[config.mk]
export PLATFORM = sky130hd
export DESIGN_NAME = sram_req_ctrl
export DESIGN_NICKNAME = d
export VERILOG_FILES = /design/src/rtl/sram_req_ctrl.sv
export SDC_FILE = /design/constraint.sdc
export NUM_CORES = 1
export LEC_CHECK = 0
export ABC_CLOCK_PERIOD_IN_PS = 4150
export CORE_MARGIN = 5
export CORE_UTILIZATION = 44
export CTS_BUF_LIST = sky130_fd_sc_hd__clkbuf_8
export DETAILED_ROUTE_END_ITERATION = 8
export PLACE_DENSITY = 0.95
export SYNTH_ARGS = -nofsm -noshare
export SYNTH_HDL_FRONTEND = slang
export SYNTH_SLANG_ARGS = --single-unit
[constraint.sdc]
create_clock -name clk -period 4.15 [get_ports clk]
set_clock_uncertainty 0.15 [all_clocks]
set_input_delay 1.0375 -clock clk [delete_from_list [all_inputs] [get_ports clk]]
set_output_delay 1.0375 -clock clk [all_outputs]
set_load 0.05 [all_outputs]
[src/rtl/sram_req_ctrl.sv]
// rtl/sram_req_ctrl.sv - host request controller owning the single-port SRAM port
// Define SRAM_REQ_CTRL_INIT_EN to zero-fill the memory after every reset.
module sram_req_ctrl #(
  parameter int AW       = 3,
  parameter int DW       = 32,
  parameter int READ_LAT = 1
) (
  input  logic          clk,
  input  logic          reset,
  input  logic          req_valid,
  output logic          req_ready,
  input  logic          req_we,
  input  logic [AW-1:0] req_addr,
  input  logic [DW-1:0] req_wdata,
  output logic          resp_valid,
  input  logic          resp_ready,
  output logic [DW-1:0] resp_rdata,
  output logic [AW-1:0] resp_addr,
  output logic [AW-1:0] mem_add,
  output logic          mem_we,
  output logic [DW-1:0] mem_wd,
  input  logic [DW-1:0] mem_rd,
  output logic          busy
);

  typedef enum logic [1:0] {
    S_IDLE,
    S_RD_WAIT,
    S_RD_RESP
`ifdef SRAM_REQ_CTRL_INIT_EN
    , S_INIT
`endif
  } state_e;

`ifdef SRAM_REQ_CTRL_INIT_EN
  localparam state_e RESET_STATE = S_INIT;
`else
  localparam state_e RESET_STATE = S_IDLE;
`endif

  state_e state_q, state_d;

  logic [2:0]    cnt_q, cnt_d;
  logic [AW-1:0] mem_add_q, mem_add_d;
  logic          mem_we_q, mem_we_d;
  logic [DW-1:0] mem_wd_q, mem_wd_d;
  logic          resp_valid_q, resp_valid_d;
  logic [DW-1:0] resp_rdata_q, resp_rdata_d;
  logic [AW-1:0] resp_addr_q, resp_addr_d;
`ifdef SRAM_REQ_CTRL_INIT_EN
  logic [AW-1:0] init_q, init_d;
`endif

  always_ff @(posedge clk) begin
    if (reset) state_q <= RESET_STATE;
    else       state_q <= state_d;
  end

  always_comb begin
    state_d = state_q;
    case (state_q)
      S_IDLE:    if (req_valid && !req_we) state_d = S_RD_WAIT;
      S_RD_WAIT: if (cnt_q == 3'd0) state_d = S_RD_RESP;
      S_RD_RESP: if (resp_ready) state_d = S_IDLE;
`ifdef SRAM_REQ_CTRL_INIT_EN
      S_INIT:    if (init_q == '1) state_d = S_IDLE;
`endif
      default:   state_d = S_IDLE;
    endcase
  end

  // Everything on the SRAM side holds its value unless a state below overrides it;
  // mem_we alone defaults low so it is a one-cycle pulse.
  always_comb begin
    cnt_d        = cnt_q;
    mem_add_d    = mem_add_q;
    mem_we_d     = 1'b0;
    mem_wd_d     = mem_wd_q;
    resp_valid_d = resp_valid_q;
    resp_rdata_d = resp_rdata_q;
    resp_addr_d  = resp_addr_q;
`ifdef SRAM_REQ_CTRL_INIT_EN
    init_d       = init_q;
`endif
    case (state_q)
      S_IDLE: begin
        if (req_valid) begin
          mem_add_d = req_addr;
          if (req_we) begin
            mem_we_d = 1'b1;
            mem_wd_d = req_wdata;
          end else begin
            resp_addr_d = req_addr;
            cnt_d       = 3'(READ_LAT);
          end
        end
      end
      S_RD_WAIT: begin
        // Counter reaching zero means mem_rd now carries the addressed word.
        if (cnt_q == 3'd0) begin
          resp_rdata_d = mem_rd;
          resp_valid_d = 1'b1;
        end else begin
          cnt_d = cnt_q - 3'd1;
        end
      end
      S_RD_RESP: begin
        if (resp_ready) resp_valid_d = 1'b0;
      end
`ifdef SRAM_REQ_CTRL_INIT_EN
      S_INIT: begin
        mem_we_d  = 1'b1;
        mem_wd_d  = '0;
        mem_add_d = init_q;
        init_d    = init_q + 1'b1;
      end
`endif
      default: ;
    endcase
  end

  always_ff @(posedge clk) begin
    if (reset) begin
      cnt_q        <= 3'd0;
      mem_add_q    <= '0;
      mem_we_q     <= 1'b0;
      mem_wd_q     <= '0;
      resp_valid_q <= 1'b0;
      resp_rdata_q <= '0;
      resp_addr_q  <= '0;
`ifdef SRAM_REQ_CTRL_INIT_EN
      init_q       <= '0;
`endif
    end else begin
      cnt_q        <= cnt_d;
      mem_add_q    <= mem_add_d;
      mem_we_q     <= mem_we_d;
      mem_wd_q     <= mem_wd_d;
      resp_valid_q <= resp_valid_d;
      resp_rdata_q <= resp_rdata_d;
      resp_addr_q  <= resp_addr_d;
`ifdef SRAM_REQ_CTRL_INIT_EN
      init_q       <= init_d;
`endif
    end
  end

  assign req_ready  = (state_q == S_IDLE);
  assign busy       = (state_q != S_IDLE);
  assign resp_valid = resp_valid_q;
  assign resp_rdata = resp_rdata_q;
  assign resp_addr  = resp_addr_q;
  assign mem_add    = mem_add_q;
  assign mem_we     = mem_we_q;
  assign mem_wd     = mem_wd_q;

endmodule

## Yosys cells after proc, flatten, opt, wreduce, memory -nomap -nowiden

Index checks and enable logic that the tools add are counted.

- Word-level logic and storage cells: 47
- Output and inout port bits: 74
- Register bits: 77
- Input port bits: 72

- Multiplexer cells: 12
- Eq/ne operators: 8
- Bitwise logic cells: 3
- Reduce and logical (&&, ||, !) cells: 15
- $add $sub $neg: 1

Operator list:

| kind | count |
|---|---|
| AND reduction 3 bit | 4 |
| inequality test 2 bit, second input constant | 5 |
| 2-to-1 mux 3 bit | 3 |
| 2-to-1 mux 2 bit | 3 |
| case mux 2 bit (3 select lines) | 1 |
| case mux 3 bit (2 select lines) | 1 |
| nonzero test 2 bit | 3 |
| AND reduction 2 bit | 2 |
| AND reduction 4 bit | 1 |
| logical NOT 3 bit | 1 |
| 2-to-1 mux 1 bit | 3 |
| NOT 1 bit | 3 |
| OR reduction 3 bit | 1 |
| subtractor 3 x 1 -> 3 bit, second input constant | 1 |
| equality test 2 x 1 -> 1 bit, second input constant | 1 |
| equality test 2 bit, second input constant | 1 |
| logical NOT 2 bit | 1 |
| inequality test 2 x 1 -> 1 bit, second input constant | 1 |
| case mux 1 bit (2 select lines) | 1 |
| logical AND 1 bit | 1 |
| logical NOT 1 bit | 1 |

## Logic depth before layout (Yosys ltp)

Gate-level depths: netlist of run 1.

- Depth in word-level cells: 4
- Gate-level depth with buffers: 8
- Gate-level depth less buffers: 6

## Worst setup path before layout of run 1

No wires, ideal clock.

- Path type: flip-flop to output port
- Start: reg state_q[0]
- End: out req_ready
- Path buffers: 1
- Data arrival time: 1221 ps
- Data required time: 2963 ps
- Slack: 1741 ps
- Cell stages (with the launch flop): 4
- Cell sequence: dfxtp_1 buf_4 or2_2 inv_1

- Word-level cells in the longest chain between the ends: 1

Ends and longest elaborated chain:

| what | line | source |
|---|---|---|
| from (decl) | 41 | `state_e state_q, state_d;` |
| from (signal assigned) | 56 | `else state_q <= state_d;` |
| logical NOT 2 bit | 148 | `assign req_ready = (state_q == S_IDLE);` |
| to (decl) | 11 | `output logic req_ready,` |

Every way passes these cells.

## Worst setup path after layout of run 1

- Start: reg state_q[1]
- End: out req_ready

Same word-level chain as after synthesis.

==> metrics, run 1 <==
WP data required 2960 ps; share of cells above drive strength 1 0.0507; Sw Pwr 0.485 mW; largest net degree at the start of global routing 57; hold buffers post-CTS 0; most frequent cells after synthesis nand2_1, dfxtp_1, a21oi_1, buf_2, nor2_1; Synth top area share 0.550; DRT Pass-1 Iters 4; die height 89.8 um; DR WL/cell 13.6 um; switch share 0.270; Cells after Synth 337; leak pwr 1.59 nW; Max-cap violations 0; Rows 29; Max clock buf depth 2; CTS resizes 0; total gr overflow 0; RSZ-0062 raised after global routing no; vias per cell 4.88; min Tclk post-route 3120 ps; via count 2684; relative slew slack 0.164; Worst Setup End Kind primary output; Final GP Congestion 0.758; Cell Area, Synth 0.00281 sq mm; setup violators final 0; outcome complete, no violations; clock sink total 77; Netlist cell types 28; clock-pin slew on the worst setup and hold paths 70 ps; DIE AREA 0.00807 sq mm; Startpoint Class register; Sequential Area 0.00154 sq mm; input/output buffers 145; Post-synth EDFFs 0; Finished Layout Cells 550; post-CTS setup repair buffer count 0; n_diodes 0; pwr dens 405 mW/mm^2; Yosys top cell by area dfxtp_1; Clk network pwr share 0.361; io pins 146; initial core utilization 0.447; gr usage total 0.184; multi-input logic area 0.00110 sq mm; die width 89.8 um; CP max-delay cell clkdlybuf4s50_1; Worst Setup Path Type reg -> out; Slew Viols, Final 0; max incr delay on CP 790 ps; Root Buffer clkbuf_8; critical-path cell list or2_2 > inv_1 > clkdlybuf4s50_1; Nets 543; cell family with most CP delay buffers and inverters; core area 0.00628 sq mm; Critical Path AT 1930 ps; initial antenna violation count 0; sequential area share after synthesis 0.550; sequential group share of total power 0.442; DRC 0; vias in the first global route 2554; H-tree Lvls 3; top post-synthesis cells by area dfxtp_1, nand2_1, a21oi_1; final worst-path cycle share 0.752; fin util 0.708; routed wire length 7460 um; Max Clk Rate 320 MHz; Worst Hold Class reg -> reg; first-pass GRT wire length 12400 um; dominant synthesized flop cell dfxtp_1; critical path fanouts, max 11; remaining antenna violation count 0; Hold WS 302 ps; Area Growth Syn to Fin 58.4%; #FFs+latches synth 77; asr flop ratio synth 0; Post-DP HPWL 5490 um; CTS tree yes; internal power 1.31 mW; syn_area_per_cell 8.32 sq um; TNS Setup 0 ps; measured slew at the worst slew-check pin 1250 ps; # placed instances 535; Iteration-0 DRC Markers 85; number of synthesis warnings 0; Fill cells 484; CTS buffer count 9; Combinational Power Share 0.197; count leader, synth nand2_1; Post-Synthesis Net Count 411; later-pin clock latency in the skew report 330 ps; final hold vios 0; VDD IR-drop max 0.331 mV; CP bufs+invs 2
[path summary, 6_finish.rpt]
| check | startpoint | cells after the start | endpoint | slack, ps |
|---|---|---|---|---|
| worst max-delay path | state_q[1] | 3 | req_ready | 1030 |
| worst min-delay path | resp_rdata[31] | 2 | resp_rdata[31] | 300 |
| worst max register to register | cnt_q[0] | 6 | resp_rdata[13] | 1820 |
| worst min register to register | resp_rdata[31] | 2 | resp_rdata[31] | 300 |
[stage by stage]
stage | worst slack (ps) | total power, mW | area (sq um)
floorplan | 1740 | 1.02 | 2810
global placement | 1390 | 1.16 | 4220
detailed placement | 1290 | 1.17 | 4220
CTS | 1000 | 1.81 | 4440
global route | 927 | 1.88 | 4440
finish | 1030 | 1.80 | 4440
[sequential cells by signal, indices dropped and copies added (netlist names)]
register / cells
state_q: 2
resp_valid: 1
resp_rdata: 32
mem_we: 1
cnt_q: 3
resp_addr: 3
mem_add: 3
mem_wd: 32
[cells by family (layout without fill, tap and decap cells)]
family | Yosys count | count (layout) | share of synthesized area
adder cells (fa/ha/maj) | 2 | 2 | 0.00892
flip-flops | 77 | 77 | 0.550
AND/OR/NAND/NOR | 151 | 151 | 0.231
buffers and inverters | 30 | 166 | 0.0580
multiplexers | 6 | 6 | 0.0214
AO/OA/AOI/OAI | 71 | 71 | 0.131
[power by group through the flow]
stage / logic (mW) / clock network [mW] / registers [mW]
CTS: 0.358 / 0.662 / 0.794
floorplan: 0.0993 / 0 / 0.921
finish: 0.355 / 0.649 / 0.794
global placement: 0.351 / 0 / 0.808
detailed placement: 0.357 / 0 / 0.811
global route: 0.377 / 0.702 / 0.798
[worst reg2reg max path, stage by stage, from the launching register on]
cell and delay, ps:
dfxtp_1 310, inv_1 80, ha_1 150, ha_1 200, nand3b_1 850, nand2_1 340, a21oi_1 110
[routing by layer]
layer	wire (um)	GRT usage
met5	0	0
met4	192	0.0831
met3	699	0.0743
met2	3480	0.293
met1	3090	0.217
[final cells by class]
type	count	share of cell area
Clock buffer	9	0.0279
Clock inverter	6	0.0234
Inverter	4	0.00338
Multi-Input combinational cell	230	0.248
Sequential cell	77	0.347
Tap cell	77	0.0217
Timing Repair Buffer	147	0.329
[placed cells by master, fill, tap and decap left out, drive strengths merged, types with 2 or more instances in the layout]
cell             n
clkbuf           9
or3b             2
dfxtp           77
mux2i            6
clkdlybuf4s50  144
or3              2
nand2          130
bufinv           3
inv              5
a21oi           66
ha               2
nor2             7
buf              3
nor2b            2
o31ai            2
clkinv           2
Note: power is estimated with default switching activity, not from simulation.
==> inputs of run 2 (changes only) <==
==> config.mk (replaced) <==
export PLATFORM = sky130hd
export DESIGN_NAME = sram_req_ctrl
export DESIGN_NICKNAME = d
export VERILOG_FILES = /design/src/rtl/sram_req_ctrl.sv
export SDC_FILE = /design/constraint.sdc
export NUM_CORES = 1
export LEC_CHECK = 0
export ABC_CLOCK_PERIOD_IN_PS = 2890
export CORE_MARGIN = 5
export CORE_UTILIZATION = 41
export CTS_BUF_LIST = sky130_fd_sc_hd__clkbuf_8
export DETAILED_ROUTE_END_ITERATION = 8
export PLACE_DENSITY = 0.91
export SYNTH_ARGS = -nofsm -noshare
export SYNTH_HDL_FRONTEND = slang
export SYNTH_SLANG_ARGS = --single-unit
==> constraint.sdc (replaced) <==
create_clock -name clk -period 2.89 [get_ports clk]
set_clock_uncertainty 0.15 [all_clocks]
set_input_delay 0.7225 -clock clk [delete_from_list [all_inputs] [get_ports clk]]
set_output_delay 0.7225 -clock clk [all_outputs]
set_load 0.05 [all_outputs]
==> run 2 against run 1 <==
Utilization shrank 4.9 points. Final area shrank 0.31%. Total power up 33%. Clock power grew 14%. Cell count grew 1.3%. Largest power group unchanged.
==> metrics, run 2 (same netlist as run 1, synthesis figures left out) <==
initial core utilization 0.418 (-0.0294); CP max-delay cell clkdlybuf4s50_1; CTS tree yes; Final GP Congestion 0.753 (-0.62%); DIE AREA 0.00860 sq mm (+6.5%); input/output buffers 145 (unchanged); critical path fanouts, max 11 (unchanged); cell family with most CP delay buffers and inverters; Critical Path Stages 2 (-1); Max clock buf depth 2 (unchanged); routed wire length 7780 um (+4.3%); sequential group share of total power 0.475 (+0.033); CP bufs+invs 1 (-1); Combinational Power Share 0.215 (+0.018); first-pass GRT wire length 12400 um (-0.67%); CTS resizes 0 (unchanged); vias per cell 4.81 (-1.4%); Area Growth Syn to Fin 57.9%; n_diodes 0 (unchanged); share of cells above drive strength 1 0.0608 (+0.0101); pwr dens 541 mW/mm^2 (+34%); io pins 146 (unchanged); DR WL/cell 14.0 um (+3.0%); Slew Viols, Final 0 (unchanged); Finished Layout Cells 557 (+1.3%); Clk network pwr share 0.310 (-0.051); leak pwr 1.58 nW (-0.73%); final worst-path cycle share 0.951; Critical Path AT 1880 ps (-50 ps); r2r worst-path depth 6 (unchanged); critical-path cell list or2_2 > clkdlybuf4s50_1; max incr delay on CP 800 ps (about the same); post-CTS setup repair buffer count 0 (unchanged); measured slew at the worst slew-check pin 1090 ps (-158 ps); worst hold path cell count 2 (unchanged); commonest non-fill, non-tap cell in the layout clkdlybuf4s50_1; Iteration-0 DRC Markers 76 (-11%); core area 0.00672 sq mm (+7.0%); fin util 0.659 (-0.0486); Worst Setup Path Type reg -> out; largest net degree at the start of global routing 39 (-32%); Max-cap violations 0 (unchanged); Worst Hold Class reg -> reg; WP data required 2020 ps (-940 ps); Sw Pwr 0.713 mW (+47%); H-tree Lvls 3 (unchanged); clock sink total 77 (unchanged); hold buffers post-CTS 0 (unchanged); min Tclk post-route 2750 ps; setup violators final 0 (unchanged); clock-pin slew on the worst setup and hold paths 80 ps (about the same); Sequential Area 0.00154 sq mm (unchanged); vias in the first global route 2718 (+6.4%); Startpoint Class register; Post-DP HPWL 5730 um (+4.4%); Fill cells 516 (+6.6%); multi-input logic area 0.00110 sq mm (unchanged); Max Clk Rate 364 MHz; final hold vios 0 (unchanged); die width 92.7 um (+3.2%); RSZ-0062 raised after global routing no; Root Buffer clkbuf_8; initial antenna violation count 0 (unchanged); gr usage total 0.180 (-0.00403); DRT Pass-1 Iters 4 (unchanged); internal power 1.68 mW (+28%); DRC 0 (unchanged); outcome complete, no violations; switch share 0.298 (+0.0278); TNS Setup 0 ps (unchanged); total power 2.40 mW (+33%); later-pin clock latency in the skew report 340 ps (about the same); CTS buffer count 9 (unchanged); total gr overflow 0 (unchanged); Worst Setup End Kind primary output; remaining antenna violation count 0 (unchanged); most frequent cells in the layout clkdlybuf4s50_1, nand2_1, dfxtp_1; die height 92.7 um (+3.2%); Nets 546 (+0.55%); relative slew slack 0.272 (+0.108); via count 2679 (-0.19%); Rows 30 (+3.4%); # placed instances 541 (+1.1%); VDD IR-drop max 0.300 mV (-9.3%)
[run 2: cell types whose count changed in the layout (fill, tap and decap cells not counted), moves of 2 or more]
| cell | before | now |
|---|---|---|
| clkbuf_8 | 9 | 11 |
| clkinvlp_4 | 0 | 2 |
| buf_4 | 2 | 5 |
| bufinv_16 | 3 | 0 |
[run 2: tightest hold or removal path, delay by kind of cell, from the launching register on]
kind	cells	cell delay, ps
AOI/OAI and AO/OA	1	50
DFF	1	310
and+or+nand+nor	1	50
[run 2: worst paths after layout]
check | from | endpoint | slack, ps
max | state_q[1] | busy | 140
min | mem_wd[3] | mem_wd[3] | 300
max reg2reg | cnt_q[1] | resp_rdata[2] | 680
min reg2reg | mem_wd[3] | mem_wd[3] | 300
[run 2: final cells by class]
type | count | area share
inverter | 4 | 0.00339
timing repair buffer | 150 | 0.336
clock inverter | 5 | 0.00763
clock buffer | 11 | 0.0342
sequential | 77 | 0.348
tap | 80 | 0.0226
multi-input combinational | 230 | 0.249
[run 2: per-stage QoR]
step                hold WS, ps  cell area (sq um)  setup WS (ps)
global placement            291               4240            442
CTS                         307               4430           39.7
detailed placement          296               4240            424
finish                      303               4430            142
global route                321               4430           45.8
floorplan                   290               2810            796
[run 2: per-layer routing]
layer  track usage  vias to the layer above  share of wire  wire [um]
li1              -                     1353              -          -
met1         0.185                     1205           0.37       2860
met2         0.321                      105           0.51       3930
met3        0.0723                       16           0.10        790
met4        0.0818                        0          0.025        191
met5             0                        -              0          0
[run 2: power by group through the flow]
stage	Clock, mW	Combinational [mW]	Sequential [mW]
floorplan	0	0.143	1.32
global placement	0	0.509	1.16
detailed placement	0	0.519	1.16
CTS	0.766	0.521	1.14
global route	0.814	0.548	1.15
finish	0.742	0.515	1.14
